$ cat src/rtl/sv39_ptw_walker_pkg.sv
// Shared types for the SV39 page-table walker slice.
// Ports: none (package): walker FSM states, SV39 PTE layout, TLB update bundle.
// Helper vpn_slice() selects the 9-bit VPN field for a given walk level.
package sv39_ptw_walker_pkg;

    localparam int unsigned PPN_W = 44;
    localparam int unsigned VPN_W = 9;
    localparam int unsigned VA_W  = 39;
    localparam int unsigned PTE_W = 64;
    localparam int unsigned PA_W  = PPN_W + VPN_W + 3;

    typedef enum logic [2:0] {
        S_IDLE,
        S_ISSUE,
        S_WAIT,
        S_DRAIN,
        S_DONE
    } ptw_state_e;

    // SV39 PTE, MSB first: bits 63:54 reserved, 53:10 PPN, 9:8 RSW, 7:0 flags.
    typedef struct packed {
        logic [9:0]       reserved;
        logic [PPN_W-1:0] ppn;
        logic [1:0]       rsw;
        logic             d;
        logic             a;
        logic             g;
        logic             u;
        logic             x;
        logic             w;
        logic             r;
        logic             v;
    } pte_sv39_t;

    typedef struct packed {
        logic [26:0] vpn;
        logic        is_2M;
        logic        is_1G;
        pte_sv39_t   content;
    } tlb_update_t;

    function automatic logic [VPN_W-1:0] vpn_slice(input logic [VA_W-1:0] va,
                                                   input logic [1:0]      lvl);
        logic [VPN_W-1:0] s;
        case (lvl)
            2'd2:    s = va[38:30];
            2'd1:    s = va[29:21];
            default: s = va[20:12];
        endcase
        return s;
    endfunction

endpackage

$ cat src/rtl/sv39_ptw_walker_pte_check.sv
// Combinational SV39 PTE classifier: leaf detection and page-fault decision.
// Ports: PTE flag bits, low 18 PPN bits, walk level, store flag -> leaf, page_fault.
// No state; bus errors are handled by the caller with higher priority.
module sv39_ptw_walker_pte_check (
    input  logic        v,
    input  logic        r,
    input  logic        w,
    input  logic        x,
    input  logic        a,
    input  logic        d,
    input  logic [17:0] ppn_lo,
    input  logic [1:0]  level,
    input  logic        is_store,
    output logic        leaf,
    output logic        page_fault
);

    logic invalid;
    logic misaligned;
    logic leaf_fault;
    logic last_level;

    // W without R is a reserved encoding and is treated like an invalid PTE.
    assign invalid    = ~v | (~r & w);
    assign leaf       = r | x;

    // A superpage leaf must have its lower PPN fields zero.
    assign misaligned = ((level == 2'd2) && (ppn_lo != 18'd0)) ||
                        ((level == 2'd1) && (ppn_lo[8:0] != 9'd0));

    // A/D are never set by hardware, so missing bits fault to software.
    assign leaf_fault = misaligned | ~a | (is_store & ~d);
    assign last_level = (level == 2'd0);

    assign page_fault = invalid | (leaf ? leaf_fault : last_level);

endmodule

$ cat src/rtl/sv39_ptw_walker.sv
// SV39 hardware page-table walker: TLB miss in, one TLB update or one fault out.
// Ports: clk_i/rst_ni, flush_i, satp_ppn_i, req_* (miss), mem_req_*/mem_rsp_* (PTE read),
//        upd_* (TLB refill pulse), fault_* (failure pulse), busy_o.
// One PTE read outstanding; a flushed walk drains its response silently.
module sv39_ptw_walker
    import sv39_ptw_walker_pkg::*;
#(
    parameter int unsigned ASID_WIDTH = 1,
    parameter int unsigned PLEN       = 56
) (
    input  logic                  clk_i,
    input  logic                  rst_ni,
    input  logic                  flush_i,
    input  logic [43:0]           satp_ppn_i,
    input  logic                  req_valid_i,
    output logic                  req_ready_o,
    input  logic [38:0]           req_vaddr_i,
    input  logic [ASID_WIDTH-1:0] req_asid_i,
    input  logic                  req_is_store_i,
    output logic                  mem_req_valid_o,
    input  logic                  mem_req_ready_i,
    output logic [PLEN-1:0]       mem_req_addr_o,
    input  logic                  mem_rsp_valid_i,
    input  logic [63:0]           mem_rsp_data_i,
    input  logic                  mem_rsp_err_i,
    output logic                  upd_valid_o,
    output logic [26:0]           upd_vpn_o,
    output logic [ASID_WIDTH-1:0] upd_asid_o,
    output logic                  upd_is_2M_o,
    output logic                  upd_is_1G_o,
    output logic [63:0]           upd_content_o,
    output logic                  fault_valid_o,
    output logic                  fault_access_o,
    output logic [38:0]           fault_vaddr_o,
    output logic                  busy_o
);

    ptw_state_e state_q, state_d;

    logic [VA_W-1:0]       vaddr_q;
    logic [ASID_WIDTH-1:0] asid_q;
    logic                  is_store_q;
    logic [1:0]            level_q;
    logic [PPN_W-1:0]      base_q;
    logic                  fault_q;
    logic                  access_q;
    tlb_update_t           upd_q;

    pte_sv39_t             rsp_pte;
    logic                  pte_leaf;
    logic                  pte_fault;
    logic                  accept;
    logic                  rsp_take;
    logic [PA_W-1:0]       addr_full;

    assign rsp_pte = pte_sv39_t'(mem_rsp_data_i);

    sv39_ptw_walker_pte_check u_pte_check (
        .v          (rsp_pte.v),
        .r          (rsp_pte.r),
        .w          (rsp_pte.w),
        .x          (rsp_pte.x),
        .a          (rsp_pte.a),
        .d          (rsp_pte.d),
        .ppn_lo     (rsp_pte.ppn[17:0]),
        .level      (level_q),
        .is_store   (is_store_q),
        .leaf       (pte_leaf),
        .page_fault (pte_fault)
    );

    // ------------------------------------------------------------------
    // FSM: next state and handshake outputs
    // ------------------------------------------------------------------
    always_comb begin
        state_d         = state_q;
        req_ready_o     = 1'b0;
        mem_req_valid_o = 1'b0;
        upd_valid_o     = 1'b0;
        fault_valid_o   = 1'b0;
        accept          = 1'b0;
        rsp_take        = 1'b0;

        case (state_q)
            S_IDLE: begin
                req_ready_o = ~flush_i;
                if (req_valid_i && !flush_i) begin
                    accept  = 1'b1;
                    state_d = S_ISSUE;
                end
            end
            S_ISSUE: begin
                mem_req_valid_o = 1'b1;
                if (flush_i) begin
                    // A granted read still owes a response and must be drained.
                    state_d = mem_req_ready_i ? S_DRAIN : S_IDLE;
                end else if (mem_req_ready_i) begin
                    state_d = S_WAIT;
                end
            end
            S_WAIT: begin
                if (flush_i) begin
                    state_d = mem_rsp_valid_i ? S_IDLE : S_DRAIN;
                end else if (mem_rsp_valid_i) begin
                    rsp_take = 1'b1;
                    if (mem_rsp_err_i || pte_fault || pte_leaf) begin
                        state_d = S_DONE;
                    end else begin
                        state_d = S_ISSUE;
                    end
                end
            end
            S_DRAIN: begin
                if (mem_rsp_valid_i) begin
                    state_d = S_IDLE;
                end
            end
            S_DONE: begin
                upd_valid_o   = ~flush_i & ~fault_q;
                fault_valid_o = ~flush_i &  fault_q;
                state_d       = S_IDLE;
            end
            default: state_d = S_IDLE;
        endcase
    end

    always_ff @(posedge clk_i or negedge rst_ni) begin
        if (!rst_ni) begin
            state_q <= S_IDLE;
        end else begin
            state_q <= state_d;
        end
    end

    // ------------------------------------------------------------------
    // Walk context and result registers
    // ------------------------------------------------------------------
    always_ff @(posedge clk_i or negedge rst_ni) begin
        if (!rst_ni) begin
            vaddr_q    <= '0;
            asid_q     <= '0;
            is_store_q <= 1'b0;
            level_q    <= 2'd0;
            base_q     <= '0;
            fault_q    <= 1'b0;
            access_q   <= 1'b0;
            upd_q      <= '0;
        end else begin
            if (accept) begin
                vaddr_q    <= req_vaddr_i;
                asid_q     <= req_asid_i;
                is_store_q <= req_is_store_i;
                level_q    <= 2'd2;
                base_q     <= satp_ppn_i;
            end
            if (rsp_take) begin
                if (mem_rsp_err_i) begin
                    fault_q  <= 1'b1;
                    access_q <= 1'b1;
                end else if (pte_fault) begin
                    fault_q  <= 1'b1;
                    access_q <= 1'b0;
                end else if (pte_leaf) begin
                    fault_q       <= 1'b0;
                    access_q      <= 1'b0;
                    upd_q.vpn     <= vaddr_q[38:12];
                    upd_q.is_1G   <= (level_q == 2'd2);
                    upd_q.is_2M   <= (level_q == 2'd1);
                    upd_q.content <= rsp_pte;
                end else begin
                    base_q  <= rsp_pte.ppn;
                    level_q <= level_q - 2'd1;
                end
            end
        end
    end

    assign addr_full      = {base_q, vpn_slice(vaddr_q, level_q), 3'b000};
    assign mem_req_addr_o = PLEN'(addr_full);

    assign upd_vpn_o      = upd_q.vpn;
    assign upd_asid_o     = asid_q;
    assign upd_is_2M_o    = upd_q.is_2M;
    assign upd_is_1G_o    = upd_q.is_1G;
    assign upd_content_o  = upd_q.content;
    assign fault_access_o = access_q;
    assign fault_vaddr_o  = vaddr_q;
    assign busy_o         = (state_q != S_IDLE);

endmodule

$ cat config.mk
export PLATFORM = sky130hd
export DESIGN_NAME = sv39_ptw_walker
export DESIGN_NICKNAME = d
export VERILOG_FILES = /design/src/rtl/sv39_ptw_walker_pkg.sv /design/src/rtl/sv39_ptw_walker_pte_check.sv /design/src/rtl/sv39_ptw_walker.sv
export SDC_FILE = /design/constraint.sdc
export NUM_CORES = 1
export LEC_CHECK = 0
export CORE_MARGIN = 2
export CORE_UTILIZATION = 45
export DETAILED_ROUTE_END_ITERATION = 6
export GPL_ROUTABILITY_DRIVEN = 0
export PLACE_DENSITY_LB_ADDON = 0.1
export SETUP_SLACK_MARGIN = 0.15
export SKIP_LAST_GASP = 1
export SLEW_MARGIN = 10
export SYNTH_ARGS = -nofsm -noshare
export SYNTH_HDL_FRONTEND = slang
export SYNTH_SLANG_ARGS = --single-unit
$ cat constraint.sdc
create_clock -name clk_i -period 3.35 [get_ports clk_i]
set_input_delay 0.67 -clock clk_i [delete_from_list [all_inputs] [get_ports clk_i]]
set_output_delay 0.67 -clock clk_i [all_outputs]
set_load 0.02 [all_outputs]
Word-level counts from Yosys, hierarchy flattened
Index checks and enable logic that the tools add are counted.
- $add $sub $neg: 1
- multipliers: 0
- divide/modulo/power cells: 0
- $lt $le $gt $ge: 0
- eq/ne operators: 10
- shift-type cells: 0
- muxes and demuxes: 36
- bitwise operators: 17
- reductions and logical operators: 16
- operators with widths (cell ; number):
    $mux 44 ; 5
    $mux 3 ; 7
    $pmux 9 s2 ; 1
    $reduce_bool 18->1 ; 1
    $mux 1 ; 15
    $mux 2 ; 7
    $pmux 3 s4 ; 1
    $reduce_bool 9->1 ; 1
    $not 1->1 ; 8
    $reduce_and 4->1 ; 2
    $eq 3x2->1 const B ; 2
    $ne 3x3->1 const B ; 2
    $reduce_bool 3->1 ; 2
    $or 1x1->1 ; 5
    $and 1x1->1 ; 4
    $ne 2x2->1 const B ; 2
    $eq 3x1->1 const B ; 1
    $eq 3x3->1 const B ; 1
    $logic_and 1x1->1 ; 3
    $logic_not 3->1 ; 1
    $logic_or 1x1->1 ; 3
    $eq 2x1->1 const B ; 1
    $eq 2x2->1 const B ; 1
    $logic_not 2->1 ; 1
    3 further kinds ; 3
- bits in registers: 185
- bits in latches: 0
- memory bits (writable): 0
- bits in read-only memories: 0
- input bits: 156
- output and inout bits: 195
- logic and storage cells: 102
- memories kept: 0

Logic depth before layout (Yosys ltp)
Gate-level depths: netlist of the first run.
- word-level depth: 13
- depth in mapped cells: 9
- mapped depth without buffers: 7

Modules after synthesis
A second synthesis of the first run with hierarchy kept.
- cells, all modules: 585
- area total of the unflattened synthesis: 8074.0 µm²
- modules (own cells, without submodules) (module ; instances ; cells an instance ; area each (µm²) ; seq. area each (µm²)):
    sv39_ptw_walker ; 1 ; 567 ; 7968.9 ; 4629.4
    sv39_ptw_walker_pte_check ; 1 ; 18 ; 105.1 ; 0.0

Worst setup path after synthesis of the first run
OpenSTA, ideal clock, no wires.
- path type: reg2out
- from: register level_q[0]
- to: output port mem_req_addr_o[10]
- arrival: 1.461 ns
- data required time: 2.680 ns
- path slack: 1.219 ns
- cell stages (with the launch flop): 6
- path buffers: 2
- cell sequence: dfrtp_1 > inv_1 > ha_1 > clkbuf_1 > clkbuf_1 > a21oi_1
- word-level cells in the longest chain between the ends: 2
- elaborated cells between the ends (all ways): 3
- classes of those cells: eq/ne: 2; mux: 1
- ends and longest elaborated chain (what ; RTL line ; source):
    from (decl) ; sv39_ptw_walker.sv:43 ; logic [1:0] level_q;
    from (signal assigned) ; sv39_ptw_walker.sv:172 ; level_q <= level_q - 2'd1;
    $eq 2x1->1 / $eq 2x2->1 (equally long branches) ; sv39_ptw_walker_pkg.sv:45 ; case (lvl)
    $pmux 9 s2 * ; sv39_ptw_walker_pkg.sv:45 ;
    to (decl) ; sv39_ptw_walker.sv:22 ; output logic [PLEN-1:0] mem_req_addr_o,
Every way passes the cells marked *; elsewhere a longest branch is shown, timed or not.

Final worst setup path of the first run
Same ends and word-level chain as after synthesis.

==> summary.md, run 1 <==
| Metric | Value |
|---|---|
| Top sig layer | `met4` |
| # nets final | `1,202` |
| Net switching power | `2.96 mW` |
| Clock power share | `0.252` |
| Biggest area consumer among synthesized cells | `dfrtp_1` |
| Startpoint types | `flop` |
| Top-area cell type share of the netlist area | `0.578` |
| Peak VDD IR | `0.566 mV` |
| # hold bufs at CTS | `0` |
| RSZ-0062 raised after global routing | `no` |
| R2R Setup Slk | `770 ps` |
| Register area share after synthesis | `0.578` |
| WP data required | `2680 ps` |
| Seq. cell area | `4630 µm²` |
| First-pass GRT wire length | `36.5 mm` |
| Largest net degree at the start of global routing | `95` |
| Dominant cells by area after synthesis | `dfrtp_1 (58%), mux2_4 (14%), nand2_1 (10%)` |
| Met3 WL | `2.09 mm` |
| P&R area growth vs syn | `53.4%` |
| Drt wl/cell | `18.8 µm` |
| CP Capture Type | `output port` |
| Via count | `6,545` |
| Hold Crit Class | `input pin to async pin` |
| Final std cell area, no fill | `12,300 µm²` |
| DRC viols | `0` |
| Slowest CP cell | `clkdlybuf4s50_1` |
| Sequential power share | `0.375` |
| # fillers | `1,297` |
| Die H | `137 µm` |
| Synth async-reset ratio | `1.00` |
| Core Box Area | `17,400 µm²` |
| Final hold slack | `284 ps` |
| # setup viols final | `0` |
| Share of layout cells above drive strength 1 | `0.139` |
| Multi-input gate area | `3100 µm²` |
| Synth unique cells | `41` |
| Critical Path Source | `level_q[0]` |
| Die area | `18,900 µm²` |
| Post-Place Cell Area | `11,600 µm²` |
| R2R Path End | `upd_content_o[10]` |
| CTS clk-pin slew, worst paths | `70 ps` |
| Synthesis-stage register bit count | `185` |
| Final Util | `0.707` |
| Post-synth EDFFs | `0` |
| Total of max-cap violations | `0` |
| CP Capture Point | `mem_req_addr_o[10]` |
| P per Cell Area | `686 nW/µm²` |
| Final period utilization | `0.909` |
| Die X | `137 µm` |
| GRT Util Overall | `0.254` |
| Overflow after GRT | `0` |
| DPL Wire Length | `17.2 mm` |
| Start of the worst register-to-register path | `level_q[0]` |
| P_int | `5.47 mW` |
| Syn Area/Cell | `11.3 µm²` |
| Final Hold Fails | `0` |
| Mapped Area | `8000 µm²` |
| # H-tree levels | `4` |
| Relative slew slack | `0.475` |
| Dominant synthesized flop cell | `dfrtp_1` |
| Setup TNS Final | `0 ps` |
| CTS Buf Count | `17` |
| Total Wirelength | `24.1 mm` |
| Clk root buf | `clkbuf_16` |
| Iter 0 DRT Violations | `281` |
| Clk Latency, worst-skew pair | `430 ps` |
| Resized Gates After CTS | `0` |
| Worst-Margin Slew | `788 ps` |
| # IOs | `351` |
| Drt pass-1 iters | `7` |
| Crit path time final | `3040 ps` |
| M1 WL | `9.43 mm` |
| Vias per cell | `5.11` |
| Slowest cell delay on critical path | `630 ps` |
| Worst EP arrival | `2370 ps` |
| Setup Buffers After CTS | `0` |
| Final Max Tran Viols | `0` |
| Status | `finished, final reports clean` |
| Gate Count Post-Synth | `711` |
| Port Buffers | `347` |
| R2R depth | `9` |
| Number of global-route vias before repair | `6,648` |
| Std-Cell Rows | `48` |
| Setup Crit Path Kind | `flop to output port` |
| Antenna violations before repair | `1` |
| Lkg Pwr | `5.86 nW` |
| Wire length on met2 | `11.9 mm` |
| Top delay family on crit path | `buffers and inverters` |
| Switching share of power | `0.351` |
| Clk_skew | `10.7 ps` |
| Number of clock sinks | `185` |
| CTS tree | `done` |
| Max Fclk | `329 MHz` |
| Critical path depth in cells | `5` |
| Clock buffer depth | `2` |
| CP Max Fanout | `10` |
| Worst Path Buf+Inv | `2` |
| Starting density of the core | `0.461` |
| Comb pwr share | `0.373` |
| Antenna Violating Nets Remaining | `0` |
| CP Cell Sequence | `inv_1 > ha_1 > a22oi_1 > a21oi_1 > clkdlybuf4s50_1` |
| Warning count from the yosys run | `0` |
==> synthesized netlist by cell type, types with 2 or more instances <==
cell type	instances
clkbuf_1	21
nor4_1	3
mux2_2	13
a21bo_2	2
nand4_1	2
a21oi_1	14
ha_1	3
buf_2	8
buf_4	7
a22oi_1	9
mux2_4	77
nor3_1	2
nand2_1	214
nand2b_1	3
inv_2	2
dfrtp_1	185
a31oi_1	45
buf_6	9
o21ai_0	5
or3_1	2
inv_1	4
nand3_1	4
nor2_1	59
==> cells in the final DEF (no fill, tap or decap), types with 2 or more instances in the layout <==
cell type	synthesis	routed
buf_12	0	5
a21bo_2	2	2
a22oi_1	9	9
a31oi_1	45	45
clkbuf_8	0	2
inv_1	4	4
or3_1	2	2
nand4_1	2	2
conb_1	1	3
ha_2	0	2
inv_2	2	2
nor3_1	2	2
mux2_2	13	13
clkinv_4	0	2
nand2b_1	3	3
clkbuf_16	0	17
a21oi_1	14	14
inv_6	0	5
o21ai_0	5	5
bufinv_16	0	3
nor4_1	3	3
nand2_1	214	213
nand3_1	4	3
nor2_1	59	59
mux2_4	77	77
buf_4	7	6
clkdlybuf4s50_1	0	346
clkinvlp_4	0	2
dfrtp_1	185	185
==> stage by stage <==
stage / cells / power [mW] / setup slack [ps]
floorplan: 713 / 4.60 / 1220
global placement: 1249 / 6.31 / 540
detailed placement: 1249 / 6.36 / 500
CTS: 1281 / 8.52 / 208
global route: 1282 / 8.87 / 155
finish: 1282 / 8.43 / 306
==> metal layers <==
metal,vias up,global-route usage
met4,0,0.0968
met1,3193,0.310
met2,266,0.428
met5,-,0
met3,40,0.0732
li1,3046,-
==> kinds of logic after synthesis <==
family | Yosys count | synth area share
AO/OA/AOI/OAI | 79 | 0.0624
adder cells (fa/ha/maj) | 3 | 0.00469
buffers and inverters | 53 | 0.0380
flip-flops | 185 | 0.578
multiplexers | 91 | 0.164
other | 1 | 0.000469
AND/OR/NAND/NOR | 299 | 0.152
==> registers in the layout, indices dropped and copies added, names as in the netlist, 2 cells and up <==
signal,cells
base_q,44
upd_vpn_o,27
upd_content_o,64
fault_vaddr_o,39
level_q,2
state_q,3
==> cell type report <==
cell class,count,area share
Timing Repair Buffer,358,0.295
Clock inverter,14,0.0149
Clock buffer,18,0.0358
Multi-Input combinational cell,475,0.252
Sequential cell,185,0.377
Inverter,6,0.00183
Tap cell,225,0.0229
Antenna cell,1,0.000204
==> worst min path at each step <==
stage	start	end	slack, ps	cells past startpoint
after floorplan	rst_ni	base_q[0]	370	0
after global placement	upd_content_o[6]	upd_content_o[6]	450	1
after detailed placement	upd_content_o[0]	upd_content_o[0]	460	1
after CTS	rst_ni	base_q[18]	340	1
after global routing	rst_ni	base_q[18]	360	1
final	rst_ni	base_q[18]	280	1
==> power groups by stage <==
stage	Sequential [mW]	Combinational, mW	Clock (mW)
after floorplan	3.69	0.913	0
after CTS	3.16	3.18	2.17
after global routing	3.23	3.38	2.25
after global placement	3.18	3.13	0
final	3.16	3.15	2.12
after detailed placement	3.20	3.16	0
Power figures use the tool's default switching activity.
==> inputs of run 2 (changes only) <==
Settings changed: SETUP_SLACK_MARGIN 0.15 to 0.1.
==> summary.md, run 2 (synthesis results as in run 1) <==
| Metric | Value |
|---|---|
| Status | `finished, final reports clean` |
| Final Max Tran Viols | `0 (unchanged)` |
| Net switching power | `2.96 mW (about the same)` |
| Hold Crit Class | `input pin to async pin` |
| Lkg Pwr | `5.87 nW (about the same)` |
| Die area | `18,900 µm² (unchanged)` |
| Resized Gates After CTS | `0 (unchanged)` |
| Final Hold Fails | `0 (unchanged)` |
| Peak VDD IR | `0.566 mV (about the same)` |
| Worst EP arrival | `2400 ps (+30 ps)` |
| Clk Latency, worst-skew pair | `430 ps (about the same)` |
| Drt wl/cell | `18.8 µm (about the same)` |
| Total of max-cap violations | `0 (unchanged)` |
| R2R depth | `9 (unchanged)` |
| Clock buffer depth | `2 (unchanged)` |
| P_int | `5.47 mW (about the same)` |
| DPL Wire Length | `17.2 mm (unchanged)` |
| Total Wirelength | `24.1 mm (about the same)` |
| P per Cell Area | `686 nW/µm² (about the same)` |
| GRT Util Overall | `0.254 (unchanged)` |
| Start of the worst register-to-register path | `level_q[0]` |
| Clk_skew | `10.7 ps (+0.000100 ps)` |
| CP Cell Sequence | `inv_1 > ha_1 > a22oi_1 > a21oi_1 > clkdlybuf4s50_1` |
| Via count | `6,544 (-0.015%)` |
| # IOs | `351 (unchanged)` |
| DRC viols | `0 (unchanged)` |
| Met3 WL | `2.09 mm (about the same)` |
| Critical Path Source | `level_q[1]` |
| Largest net degree at the start of global routing | `95 (unchanged)` |
| # hold bufs at CTS | `0 (unchanged)` |
| # setup viols final | `0 (unchanged)` |
| Die H | `137 µm (unchanged)` |
| Number of global-route vias before repair | `6,648 (unchanged)` |
| Relative slew slack | `0.475 (about the same)` |
| Vias per cell | `5.10 (about the same)` |
| Setup slack after layout | `285 ps (-21.4 ps)` |
| CTS Buf Count | `17 (unchanged)` |
| Starting density of the core | `0.461 (unchanged)` |
| Top sig layer | `met4` |
| Comb pwr share | `0.373 (about the same)` |
| Crit path time final | `3070 ps (+21.4 ps)` |
| Port Buffers | `347 (unchanged)` |
| CP Capture Type | `output port` |
| Antenna Violating Nets Remaining | `0 (unchanged)` |
| First-pass GRT wire length | `36.5 mm (unchanged)` |
| Worst-Margin Slew | `787 ps (-0.0162 ps)` |
| Most common cell after layout, fill and taps aside | `clkdlybuf4s50_1` |
| CTS clk-pin slew, worst paths | `70 ps (about the same)` |
| M1 WL | `9.43 mm (about the same)` |
| Pre-CTS setup slack | `500 ps (unchanged)` |
| Number of clock sinks | `185 (unchanged)` |
| Final period utilization | `0.915 (+0.00640)` |
| R2R Path End | `upd_content_o[10]` |
| Drt pass-1 iters | `7 (unchanged)` |
| Antenna violations before repair | `1 (unchanged)` |
| Final Util | `0.707 (about the same)` |
| Sequential power share | `0.375 (about the same)` |
| WP data required | `2680 ps (about the same)` |
| Slowest CP cell | `clkdlybuf4s50_1` |
| P&R area growth vs syn | `53.4% (about the same)` |
| # nets final | `1,202 (unchanged)` |
| R2R Setup Slk | `760 ps (about the same)` |
| CP Max Fanout | `11 (+1)` |
| Clock power share | `0.252 (about the same)` |
| Switching share of power | `0.351 (about the same)` |
| Startpoint types | `flop` |
| Max Fclk | `326 MHz (-0.70%)` |
| Max reg flops | `64 (unchanged)` |
| Iter 0 DRT Violations | `281 (unchanged)` |
| Overflow after GRT | `0 (unchanged)` |
| RSZ-0062 raised after global routing | `no` |
| Std-Cell Rows | `48 (unchanged)` |
| Setup TNS Final | `0 ps (unchanged)` |
| Die X | `137 µm (unchanged)` |
| Share of layout cells above drive strength 1 | `0.138 (-0.000947)` |
| Most frequent cells in the layout | `clkdlybuf4s50_1 (346), nand2_1 (213), dfrtp_1 (185)` |
| Core Box Area | `17,400 µm² (unchanged)` |
| Setup Buffers After CTS | `0 (unchanged)` |
| CTS tree | `done` |
| CP Capture Point | `mem_req_addr_o[10]` |
| # H-tree levels | `4 (unchanged)` |
| Setup Crit Path Kind | `flop to output port` |
| Clk root buf | `clkbuf_16` |
| Wire length on met2 | `11.9 mm (about the same)` |
| Slowest cell delay on critical path | `630 ps (about the same)` |
## run 2: changes by cell type in the layout (fill, tap and decap cells not counted)
cell	change
ha_2	-1
ha_1	+1
## run 2: layout make-up
class / count / area, µm²
clock buffer: 18 / 439
clock inverter: 14 / 183
fill: 1298 / 5080
antenna: 1 / 2.50
multi-input combinational: 475 / 3100
sequential: 185 / 4630
inverter: 6 / 22.5
timing repair buffer: 358 / 3620
tap: 225 / 282
## run 2: how the worst min path moves through the flow
stage	depth (start not counted)	to	slack, ps	from
after global routing	1	base_q[18]	360	rst_ni
after floorplan	0	base_q[0]	370	rst_ni
after global placement	1	upd_content_o[6]	450	upd_content_o[6]
after detailed placement	1	upd_content_o[0]	460	upd_content_o[0]
final	1	base_q[18]	280	rst_ni
after CTS	1	base_q[18]	340	rst_ni
## run 2: worst max-delay path, delay by kind of cell, from the launching register on
kind | cells | cell delay (ps)
DFF | 1 | 400
AOI/OAI and AO/OA | 2 | 420
adders and majority gates | 1 | 440
buffers and inverters | 2 | 710
## run 2: per-layer routing
| layer | GRT usage | up-vias |
|---|---|---|
| met5 | 0 | - |
| met2 | 0.428 | 266 |
| met4 | 0.0968 | 0 |
| li1 | - | 3047 |
| met1 | 0.310 | 3191 |
| met3 | 0.0732 | 40 |
## run 2: power by group through the flow
stage / Combinational (mW) / Sequential (mW) / Clock (mW)
final: 3.15 / 3.16 / 2.12
after global routing: 3.38 / 3.23 / 2.25
after CTS: 3.18 / 3.16 / 2.17
after detailed placement: 3.16 / 3.20 / 0
after global placement: 3.13 / 3.18 / 0
after floorplan: 0.913 / 3.69 / 0
## run 2: per-stage QoR
| stage | area (µm²) | total power [mW] | hold WS [ps] | instances |
|---|---|---|---|---|
| finish | 12300 | 8.43 | 284 | 1282 |
| global route | 12300 | 8.87 | 356 | 1282 |
| CTS | 12300 | 8.52 | 336 | 1281 |
| detailed placement | 11600 | 6.36 | 455 | 1249 |
| global placement | 11600 | 6.31 | 450 | 1249 |
| floorplan | 8010 | 4.60 | 374 | 713 |
